**config.mk**
```make
export PLATFORM = sky130hd
export DESIGN_NAME = xnor_bist_flat
export DESIGN_NICKNAME = d
export VERILOG_FILES = /design/src/rtl/xnor_bist_pkg.sv /design/src/rtl/xnor_bist_if.sv /design/src/rtl/bist_delay_cnt.sv /design/src/rtl/xnor_bist.sv /design/src/flat_wrapper.sv
export SDC_FILE = /design/constraint.sdc
export NUM_CORES = 1
export LEC_CHECK = 0
export BUFFER_PORTS_ARGS = -buffer_cell sky130_fd_sc_hd__buf_2
export CAP_MARGIN = 15
export CORE_ASPECT_RATIO = 2
export CORE_MARGIN = 2
export CORE_UTILIZATION = 39
export CTS_CLUSTER_DIAMETER = 150
export DETAILED_ROUTE_END_ITERATION = 10
export GPL_ROUTABILITY_DRIVEN = 0
export PLACE_DENSITY_LB_ADDON = 0.1
export SLEW_MARGIN = 10
export SYNTH_ARGS = -nofsm -noshare
export SYNTH_HDL_FRONTEND = slang
export SYNTH_SLANG_ARGS = --single-unit
export TNS_END_PERCENT = 30
```
**constraint.sdc**
```tcl
create_clock -name clk -period 1.8 [get_ports clk]
set_clock_uncertainty 0.15 [all_clocks]
set_input_delay 0.54 -clock clk [delete_from_list [all_inputs] [get_ports clk]]
set_output_delay 0.54 -clock clk [all_outputs]
set_load 0.03 [all_outputs]
```
**src/rtl/xnor_bist_pkg.sv**
```systemverilog
// Shared types and constants for the XNOR cell BIST: FSM states, the stimulus
// table, expected responses and the delay counter width.
package xnor_bist_pkg;

   localparam int CNT_W   = 8;
   localparam int NUM_VEC = 4;

   typedef enum logic [2:0] {
      S_IDLE,
      S_SETTLE,
      S_SAMPLE,
      S_HOLD,
      S_DONE
   } state_t;

   // Entry i is {A,B} for vector i: 11, 01, 10, 00
   localparam logic [NUM_VEC-1:0][1:0] VEC_TABLE = {2'b00, 2'b10, 2'b01, 2'b11};
   // Bit i is the good-cell response (A==B) to vector i
   localparam logic [NUM_VEC-1:0] EXP_TABLE = 4'b1001;

   function automatic logic exp_c(input logic [1:0] idx);
      return EXP_TABLE[idx];
   endfunction

endpackage

```
**src/rtl/xnor_bist_if.sv**
```systemverilog
// Signal bundle between the BIST controller and the cell/test environment.
interface xnor_bist_if;
   import xnor_bist_pkg::*;

   logic                 start;
   logic                 A;
   logic                 B;
   logic                 C;
   logic                 busy;
   logic                 done;
   logic                 pass;
   logic [NUM_VEC-1:0]   fail_mask;
   logic [1:0]           vec_idx;

   modport master (
      input  start, C,
      output A, B, busy, done, pass, fail_mask, vec_idx
   );

   modport slave (
      output start, C,
      input  A, B, busy, done, pass, fail_mask, vec_idx
   );

endinterface

```
**src/rtl/bist_delay_cnt.sv**
```systemverilog
// Loadable down-counter with a zero flag; times both the settle and hold phases.
module bist_delay_cnt
   import xnor_bist_pkg::*;
(
   input  logic             clk,
   input  logic             rst_n,
   input  logic             load,
   input  logic [CNT_W-1:0] load_val,
   input  logic             dec,
   output logic             zero
);

   logic [CNT_W-1:0] cnt;

   always_ff @(posedge clk or negedge rst_n) begin
      if (!rst_n)
         cnt <= '0;
      else if (load)
         cnt <= load_val;
      else if (dec && cnt != '0)
         cnt <= cnt - 1'b1;
   end

   assign zero = (cnt == '0);

endmodule

```
**src/rtl/xnor_bist.sv**
```systemverilog
// Four-vector BIST for a two-input XNOR cell: applies each vector, waits to
// settle, samples C, holds, and reports a per-vector fail mask plus pass.
module xnor_bist
   import xnor_bist_pkg::*;
#(
   parameter int SETTLE_CYCLES = 2,
   parameter int HOLD_CYCLES   = 15
) (
   input logic         clk,
   input logic         rst_n,
   xnor_bist_if.master bus
);

   // A phase of N cycles loads N-1 and leaves when the counter reads zero
   localparam logic [CNT_W-1:0] SETTLE_LD = CNT_W'(SETTLE_CYCLES - 1);
   localparam logic [CNT_W-1:0] HOLD_LD   = CNT_W'(HOLD_CYCLES - 1);

   state_t             state, state_nxt;
   logic [1:0]         vec_idx, apply_idx;
   logic               a_q, b_q, pass_q;
   logic [NUM_VEC-1:0] fail_mask, fail_mask_nxt;
   logic               launch, apply, sample, adv, finish, last, miss;
   logic               cnt_load, cnt_dec, cnt_zero;
   logic [CNT_W-1:0]   cnt_val;

   bist_delay_cnt u_cnt (
      .clk      (clk),
      .rst_n    (rst_n),
      .load     (cnt_load),
      .load_val (cnt_val),
      .dec      (cnt_dec),
      .zero     (cnt_zero)
   );

   assign last = (vec_idx == 2'd3);
   // Case-equality so an undriven or X response is flagged as a mismatch
   assign miss = (bus.C !== exp_c(vec_idx));

   always_ff @(posedge clk or negedge rst_n) begin
      if (!rst_n)
         state <= S_IDLE;
      else
         state <= state_nxt;
   end

   always_comb begin
      state_nxt = state;
      launch    = 1'b0;
      apply     = 1'b0;
      apply_idx = vec_idx;
      sample    = 1'b0;
      adv       = 1'b0;
      finish    = 1'b0;
      cnt_load  = 1'b0;
      cnt_val   = SETTLE_LD;
      cnt_dec   = 1'b0;
      case (state)
         S_IDLE: begin
            if (bus.start) begin
               launch    = 1'b1;
               apply     = 1'b1;
               apply_idx = '0;
               cnt_load  = 1'b1;
               state_nxt = S_SETTLE;
            end
         end
         S_SETTLE: begin
            if (cnt_zero) state_nxt = S_SAMPLE;
            else          cnt_dec   = 1'b1;
         end
         S_SAMPLE: begin
            sample = 1'b1;
            if (HOLD_CYCLES == 0) begin
               adv = 1'b1;
            end else begin
               cnt_load  = 1'b1;
               cnt_val   = HOLD_LD;
               state_nxt = S_HOLD;
            end
         end
         S_HOLD: begin
            if (cnt_zero) adv     = 1'b1;
            else          cnt_dec = 1'b1;
         end
         S_DONE:  state_nxt = S_IDLE;
         default: state_nxt = S_IDLE;
      endcase
      // End of a vector's period: next vector or wrap up the run
      if (adv) begin
         if (last) begin
            finish    = 1'b1;
            state_nxt = S_DONE;
         end else begin
            apply     = 1'b1;
            apply_idx = vec_idx + 2'd1;
            cnt_load  = 1'b1;
            cnt_val   = SETTLE_LD;
            state_nxt = S_SETTLE;
         end
      end
   end

   always_comb begin
      fail_mask_nxt = fail_mask;
      if (sample && miss) fail_mask_nxt[vec_idx] = 1'b1;
   end

   always_ff @(posedge clk or negedge rst_n) begin
      if (!rst_n) begin
         vec_idx   <= '0;
         a_q       <= 1'b0;
         b_q       <= 1'b0;
         fail_mask <= '0;
         pass_q    <= 1'b0;
      end else begin
         if (apply) begin
            vec_idx    <= apply_idx;
            {a_q, b_q} <= VEC_TABLE[apply_idx];
         end
         fail_mask <= launch ? '0 : fail_mask_nxt;
         // fail_mask_nxt so a vector-3 miss sampled on this edge is included
         if (launch)      pass_q <= 1'b0;
         else if (finish) pass_q <= (fail_mask_nxt == '0);
      end
   end

   assign bus.A         = a_q;
   assign bus.B         = b_q;
   assign bus.vec_idx   = vec_idx;
   assign bus.fail_mask = fail_mask;
   assign bus.pass      = pass_q;
   assign bus.done      = (state == S_DONE);
   assign bus.busy      = (state == S_SETTLE) || (state == S_SAMPLE) || (state == S_HOLD);

endmodule
```
**src/flat_wrapper.sv**
```systemverilog
// flat-port wrapper written by rule: the top's interface ports become plain ports
module xnor_bist_flat import xnor_bist_pkg::*;
#(
   parameter int SETTLE_CYCLES = 2,
   parameter int HOLD_CYCLES   = 15
)
  (clk, rst_n, bus_start, bus_C, bus_A, bus_B, bus_busy, bus_done, bus_pass, bus_fail_mask, bus_vec_idx);
  xnor_bist_if bus_i ();
  input logic clk;
  input logic rst_n;
  input wire logic [$bits(bus_i.start)-1:0] bus_start;
  input wire logic [$bits(bus_i.C)-1:0] bus_C;
  output wire logic [$bits(bus_i.A)-1:0] bus_A;
  output wire logic [$bits(bus_i.B)-1:0] bus_B;
  output wire logic [$bits(bus_i.busy)-1:0] bus_busy;
  output wire logic [$bits(bus_i.done)-1:0] bus_done;
  output wire logic [$bits(bus_i.pass)-1:0] bus_pass;
  output wire logic [$bits(bus_i.fail_mask)-1:0] bus_fail_mask;
  output wire logic [$bits(bus_i.vec_idx)-1:0] bus_vec_idx;
  assign bus_i.start = bus_start;
  assign bus_i.C = bus_C;
  assign bus_A = bus_i.A;
  assign bus_B = bus_i.B;
  assign bus_busy = bus_i.busy;
  assign bus_done = bus_i.done;
  assign bus_pass = bus_i.pass;
  assign bus_fail_mask = bus_i.fail_mask;
  assign bus_vec_idx = bus_i.vec_idx;
  xnor_bist #(.SETTLE_CYCLES(SETTLE_CYCLES), .HOLD_CYCLES(HOLD_CYCLES)) u_core (.clk(clk), .rst_n(rst_n), .bus(bus_i));
endmodule
```
## Yosys cells after proc, flatten, opt, wreduce, memory -nomap -nowiden

Index checks and enable logic that the tools add are counted.

- Bits in registers: 20
- Memory bits (read-only): 0
- Memories kept: 0
- RAM bits: 0
- Latch bits: 0

- Bitwise operators: 1
- Shift-type cells: 0
- $lt $le $gt $ge: 3
- Div/mod/pow operators: 0
- Equal/unequal tests: 9
- Add/sub/neg operators: 2
- Multiplexer cells: 38
- Multipliers: 0
- Reductions and logical operators: 13

Operators by type and width:

| kind | number |
|---|---|
| $mux 8 | 3 |
| $mux 1 | 17 |
| $mux 4 | 4 |
| $mux 3 | 4 |
| $pmux 3 s4 | 1 |
| $mux 2 | 5 |
| $logic_not 8->1 | 1 |
| $reduce_bool 8->1 | 1 |
| $sub 8x1->8 const B | 1 |
| $eq 3x2->1 const B | 2 |
| $lt 2x3->1 const B | 2 |
| $bmux 2 s2 | 1 |
| $logic_not 4->1 | 1 |
| $or 4x4->4 | 1 |
| $reduce_bool 2->1 | 2 |
| $eq 3x1->1 const B | 1 |
| $eq 3x3->1 const B | 1 |
| $logic_and 1x1->1 | 3 |
| $logic_not 3->1 | 1 |
| $ne 3x1->1 const B | 1 |
| $ne 3x2->1 const B | 1 |
| $reduce_and 3->1 | 1 |
| $add 2x1->2 const B | 1 |
| $bmux 1 s2 | 1 |
| 8 further kinds | 9 |

## Logic depth before layout (Yosys ltp)

- Word-level depth: 9
- Depth in mapped cells: 6

## Modules after synthesis

Synthesis repeated with hierarchy kept, for this count alone.

- Cell total of the unflattened synthesis: 125
- Area, all modules: 1,226.2 um^2

Modules (own cells, without submodules):

| module | cells an instance | seq. area each (um^2) | times used | area an instance (um^2) |
|---|---|---|---|---|
| xnor_bist | 57 | 300.3 | 1 | 650.6 |
| bist_delay_cnt | 68 | 200.2 | 1 | 575.6 |

## Worst setup path after synthesis

Ideal clock, no wire load.

- Kind: register -> register
- Start point: register u_core.vec_idx[0] (netlist: u_core.bus.vec_idx[0])
- End point: register u_core.pass_q (netlist: u_core.bus.pass)
- Clock period less this slack: 2.142 ns
- Buffers on the path: 0
- Setup time: 0.077 ns
- Stages on the path, launching flop included: 6
- Setup slack: -0.342 ns
- Arrival time: 1.915 ns
- Path through: dfrtp_1 > inv_1 > ha_1 > or4_1 > a2111o_1 > a21oi_1

- Word-level cells in the longest chain between the ends: 9

RTL lines:

| what | line | RTL |
|---|---|---|
| start: declaration | xnor_bist.sv:19 | `logic [1:0] vec_idx, apply_idx;` |
| start signal: assignment | xnor_bist.sv:117 | `vec_idx <= apply_idx;` |
| $lt 2x3->1 (not written as such) / $ge 2x1->1 (equally long branches) | xnor_bist.sv:105 | `if (sample && miss) fail_mask_nxt[vec_idx] = 1'b1;` |
| $logic_and 1x1->1 (not written as such) | xnor_bist.sv:105 |  |
| $mux 1 (not written as such) | xnor_bist.sv:105 |  |
| $demux 1 s2 | n/a |  |
| $or 4x4->4 (no source line) | n/a |  |
| $mux 4 | xnor_bist.sv:105 |  |
| $logic_not 4->1 | xnor_bist.sv:123 | `else if (finish) pass_q <= (fail_mask_nxt == '0);` |
| $mux 1 | xnor_bist.sv:123 |  |
| $mux 1 | xnor_bist.sv:122 | `if (launch) pass_q <= 1'b0;` |
| end signal: assignment | xnor_bist.sv:123 |  |
| end: declaration | xnor_bist.sv:20 | `logic a_q, b_q, pass_q;` |

Several ways; a longest one is shown, not always the timed one. The select of a mux whose other input is x is not followed.
A chain may end at the register's enable or synchronous reset.

## Final worst setup path

- Start point: register u_core.u_cnt.cnt[7]
- End point: register u_core.b_q (netlist: u_core.bus.B)

- Word-level cells in the longest chain between the ends: 6

RTL lines:

| what | line | RTL |
|---|---|---|
| start: declaration | bist_delay_cnt.sv:13 | `logic [CNT_W-1:0] cnt;` |
| start signal: assignment | bist_delay_cnt.sv:19 | `cnt <= load_val;` |
| start signal: assignment | bist_delay_cnt.sv:21 | `cnt <= cnt - 1'b1;` |
| $logic_not 8->1 * | bist_delay_cnt.sv:24 | `assign zero = (cnt == '0);` |
| $mux 1 * | xnor_bist.sv:82 | `if (cnt_zero) adv = 1'b1;` |
| $mux 1 * | xnor_bist.sv:57 | `case (state)` |
| $mux 2 | xnor_bist.sv:89 | `if (adv) begin` |
| $bmux 2 s2 | xnor_bist.sv:118 | `{a_q, b_q} <= VEC_TABLE[apply_idx];` |
| $mux 2 (not written as such) | xnor_bist.sv:118 |  |
| end signal: assignment | xnor_bist.sv:118 |  |
| end: declaration | xnor_bist.sv:20 |  |

Mark *: on every way between the ends. The rest lies on a longest branch, timed or not. The select of a mux whose other input is x is not followed.

==> results by group <==
Outcome
  • Outcome: complete, but fails checks
  • Failing checks: negative setup slack

Clock network
  • CTS tree: done
  • CTS Sinks: 20
  • Clock Path Buffers: 2
  • Htree depth: 1
  • Clock Latency Late Sink: about 0.27 ns
  • Root buffer cell: clkbuf_8
  • Inserted Clock Buffers: 3
  • Clock slew at reported path FFs: roughly 0.08 ns

Power and ir drop
  • VDD IR-drop max: 1.10 mV
  • Int Pwr: 1630 µW
  • Leak: 0.000774 µW
  • Power Density: 1600 nW/µm²
  • Sw frac: 0.407
  • P_sw: 1120 µW
  • Share of total power in sequential cells: 0.265
  • Clock Power Share: 0.131
  • Logic gate share of total power: 0.604

Final layout
  • Most frequent cells in the layout: 41 x buf_4, 17 x dfrtp_1, 13 x nor2_1, 12 x buf_2, 6 x nand3_1
  • Layout Nets: 184
  • Share of cells above drive strength 1: 0.523
  • Non-filler instance count after layout: 203
  • Area of the multi-input gates: a little over 700 µm²
  • Most common cell after layout, fill and taps aside: buf_4
  • ANT cells: 0
  • Register Area: ~500 µm²
  • Fillers: 241
  • Layout area overhead: 50.6%

Worst setup path
  • Crit path kind: register to register
  • CP Data Required Time: approximately 1.9 ns
  • Worst Reg2Reg Path Length in Cells: 4
  • CP max FO: 6
  • WP data arrival: a little over 2 ns
  • Crit. End Element: register
  • Worst setup SP type: register

Route
  • WL final: 3320 µm
  • Routed via count: 1166
  • Via/cell ratio: 5.74
  • Initial DRC Count: 55
  • Antenna Violating Nets Remaining: 0
  • Drt pass-1 iters: 4
  • Wirelength per Cell: about 16 µm
  • DRC Markers: 0

Flow run
  • Max-cap violation count: 0

Synth
  • Sequential-to-total area share from yosys stat: 0.438
  • Yosys top cell by area: dfrtp_1
  • Top-area cell type share of the netlist area: 0.438
  • Synth Register Bits: 20
  • Yosys cell types: 40
  • Syn nets: 126
  • Ys Warns: 0
  • Top cells by area, synth: dfrtp_1 44%, ha_1 5.5%, nor2_1 5.3%
  • Synthesized area: roughly 1100 µm²
  • Mean Syn Cell Area: 9.76 µm²
  • Cells after Synth: around 120

STA
  • RSZ-0062 raised after global routing: yes
  • Minimum clock period: 1.97 ns
  • Setup TNS: -1.60 ns
  • # setup viols final: 15
  • Worst hold slack: a little over 0.07 ns
  • Final period util: 1.09
  • Fin. max-slew vios: 0
  • Hold Fails Final Rpt: 0
  • PnR worst setup slack: -0.170 ns
  • Measured slew at the worst slew-check pin: roughly 0.5 ns
  • Max Clk Rate: approximately 510 MHz
  • Slew headroom: 0.676

GRT
  • Pin count of the biggest net entering global routing: 21
  • Vias in the first global route: 1212
  • Congestion Overflow GR: 0
  • GRT Total Usage: 0.215
  • Global-route wire length before repair: 5590 µm
  • Initial antenna violation count: 0

Placement
  • Dpl cells: 193
  • Final HPWL from detailed placement: 2480 µm
  • PortBufs: 14
  • Dpl ws: -0.151 ns

Floorplanning
  • Io pins: 15
  • Die width: 42.3 µm
  • Initial core utilization: 0.412
  • Die area: 3400 µm²
  • Die H: 80.5 µm
  • # rows: 27
  • Core Area: 2770 µm²

Hold path
  • Hold/Removal Path Class: primary input to async pin
-- cell type report --
class | instances | share of cell area
sequential | 20 | 0.293
multi-input combinational | 88 | 0.410
tap | 29 | 0.0211
timing repair buffer | 55 | 0.227
clock buffer | 4 | 0.0320
inverter | 7 | 0.0167
-- power groups by stage --
| stage | Combinational, µW | Sequential, µW | Clock [µW] |
|---|---|---|---|
| 6_report | 1660 | 730 | 360 |
| 5_1_grt | 1810 | 751 | 380 |
| 4_1_cts | 1580 | 725 | 363 |
| 3_5_place_dp | 1410 | 747 | 0 |
| 3_3_place_gp | 1400 | 740 | 0 |
| 2_1_floorplan | 625 | 869 | 0 |
-- layer usage --
metal	up-vias	track usage	routed length [µm]
met5	-	0	0
li1	546	-	-
met4	0	0.100	81
met3	8	0.0202	86
met1	573	0.235	1240
met2	39	0.400	1910
-- cells by family after synthesis --
kind of cell	Yosys count	synth area share
AND/OR/NAND/NOR	48	0.249
AO/OA/AOI/OAI	30	0.189
flip-flops	20	0.438
buffers and inverters	9	0.0296
adder cells (fa/ha/maj)	5	0.0548
XOR/XNOR	4	0.0307
multiplexers	1	0.00876
-- synthesized netlist by cell type (all sizes together) --
cell     instances
a21o             1
a32oi            1
nand3            6
ha               5
or4b             1
nor2b            2
a221oi           1
or4              4
o21a             1
a211oi           3
a31oi            1
nor4             2
dfrtp           20
o22ai            3
xnor2            3
or2              3
a2bb2oi          1
o21bai           1
or3              1
mux2i            1
nor2            16
clkbuf           2
o41a             1
nand4            2
o31ai            1
nand2b           1
a2111o           1
a21oi            7
a2111oi          1
nand2            2
xor2             1
o221ai           1
o21ai            5
nor3             5
or2b             1
inv              7
and3             2
-- metrics by stage --
| stage | power, µW | instance area [µm²] | utilization |
|---|---|---|---|
| 6_report | 2760 | 1720 | 0.621 |
| 3_5_place_dp | 2160 | 1530 | 0.552 |
| 3_3_place_gp | 2140 | 1530 | 0.552 |
| 4_1_cts | 2670 | 1670 | 0.604 |
| 2_1_floorplan | 1490 | 1170 | - |
| 5_1_grt | 2940 | 1720 | 0.621 |
-- worst max-delay path, stage by stage, from the launching register on --
cell	delay, ns
dfrtp_2	0.41
or4_4	0.57
or4_4	0.53
nand2_4	0.11
o21a_1	0.14
-- path summary, 6_finish.rpt --
check,from,endpoint,slack [ns]
hold / removal,rst_n,u_core.u_cnt.cnt[4],0.07
max in group asynchronous,rst_n,u_core.bus.vec_idx[1],1.07
setup reg to reg,u_core.u_cnt.cnt[7],u_core.bus.B,-0.17
setup / recovery,u_core.u_cnt.cnt[7],u_core.bus.B,-0.17
min in group clk,u_core.bus.B,u_core.bus.B,0.35
hold reg to reg,u_core.bus.B,u_core.bus.B,0.35
-- flip-flops by register name, summed over array words and instances, names as in the netlist --
register	count
u_core.bus.A	1
u_core.bus.B	1
u_core.bus.fail_mask	4
u_core.bus.pass	1
u_core.bus.vec_idx	2
u_core.state	3
u_core.u_cnt.cnt	8
-- repair_timing --
item / CTS / global route
hold buffers: 0 / 0
gates resized for setup: 12 / 10
pin swaps: 11 / 10
buffers inserted: 5 / 1
setup endpoints to repair: 15 / 20
Power figures use the tool's default switching activity.
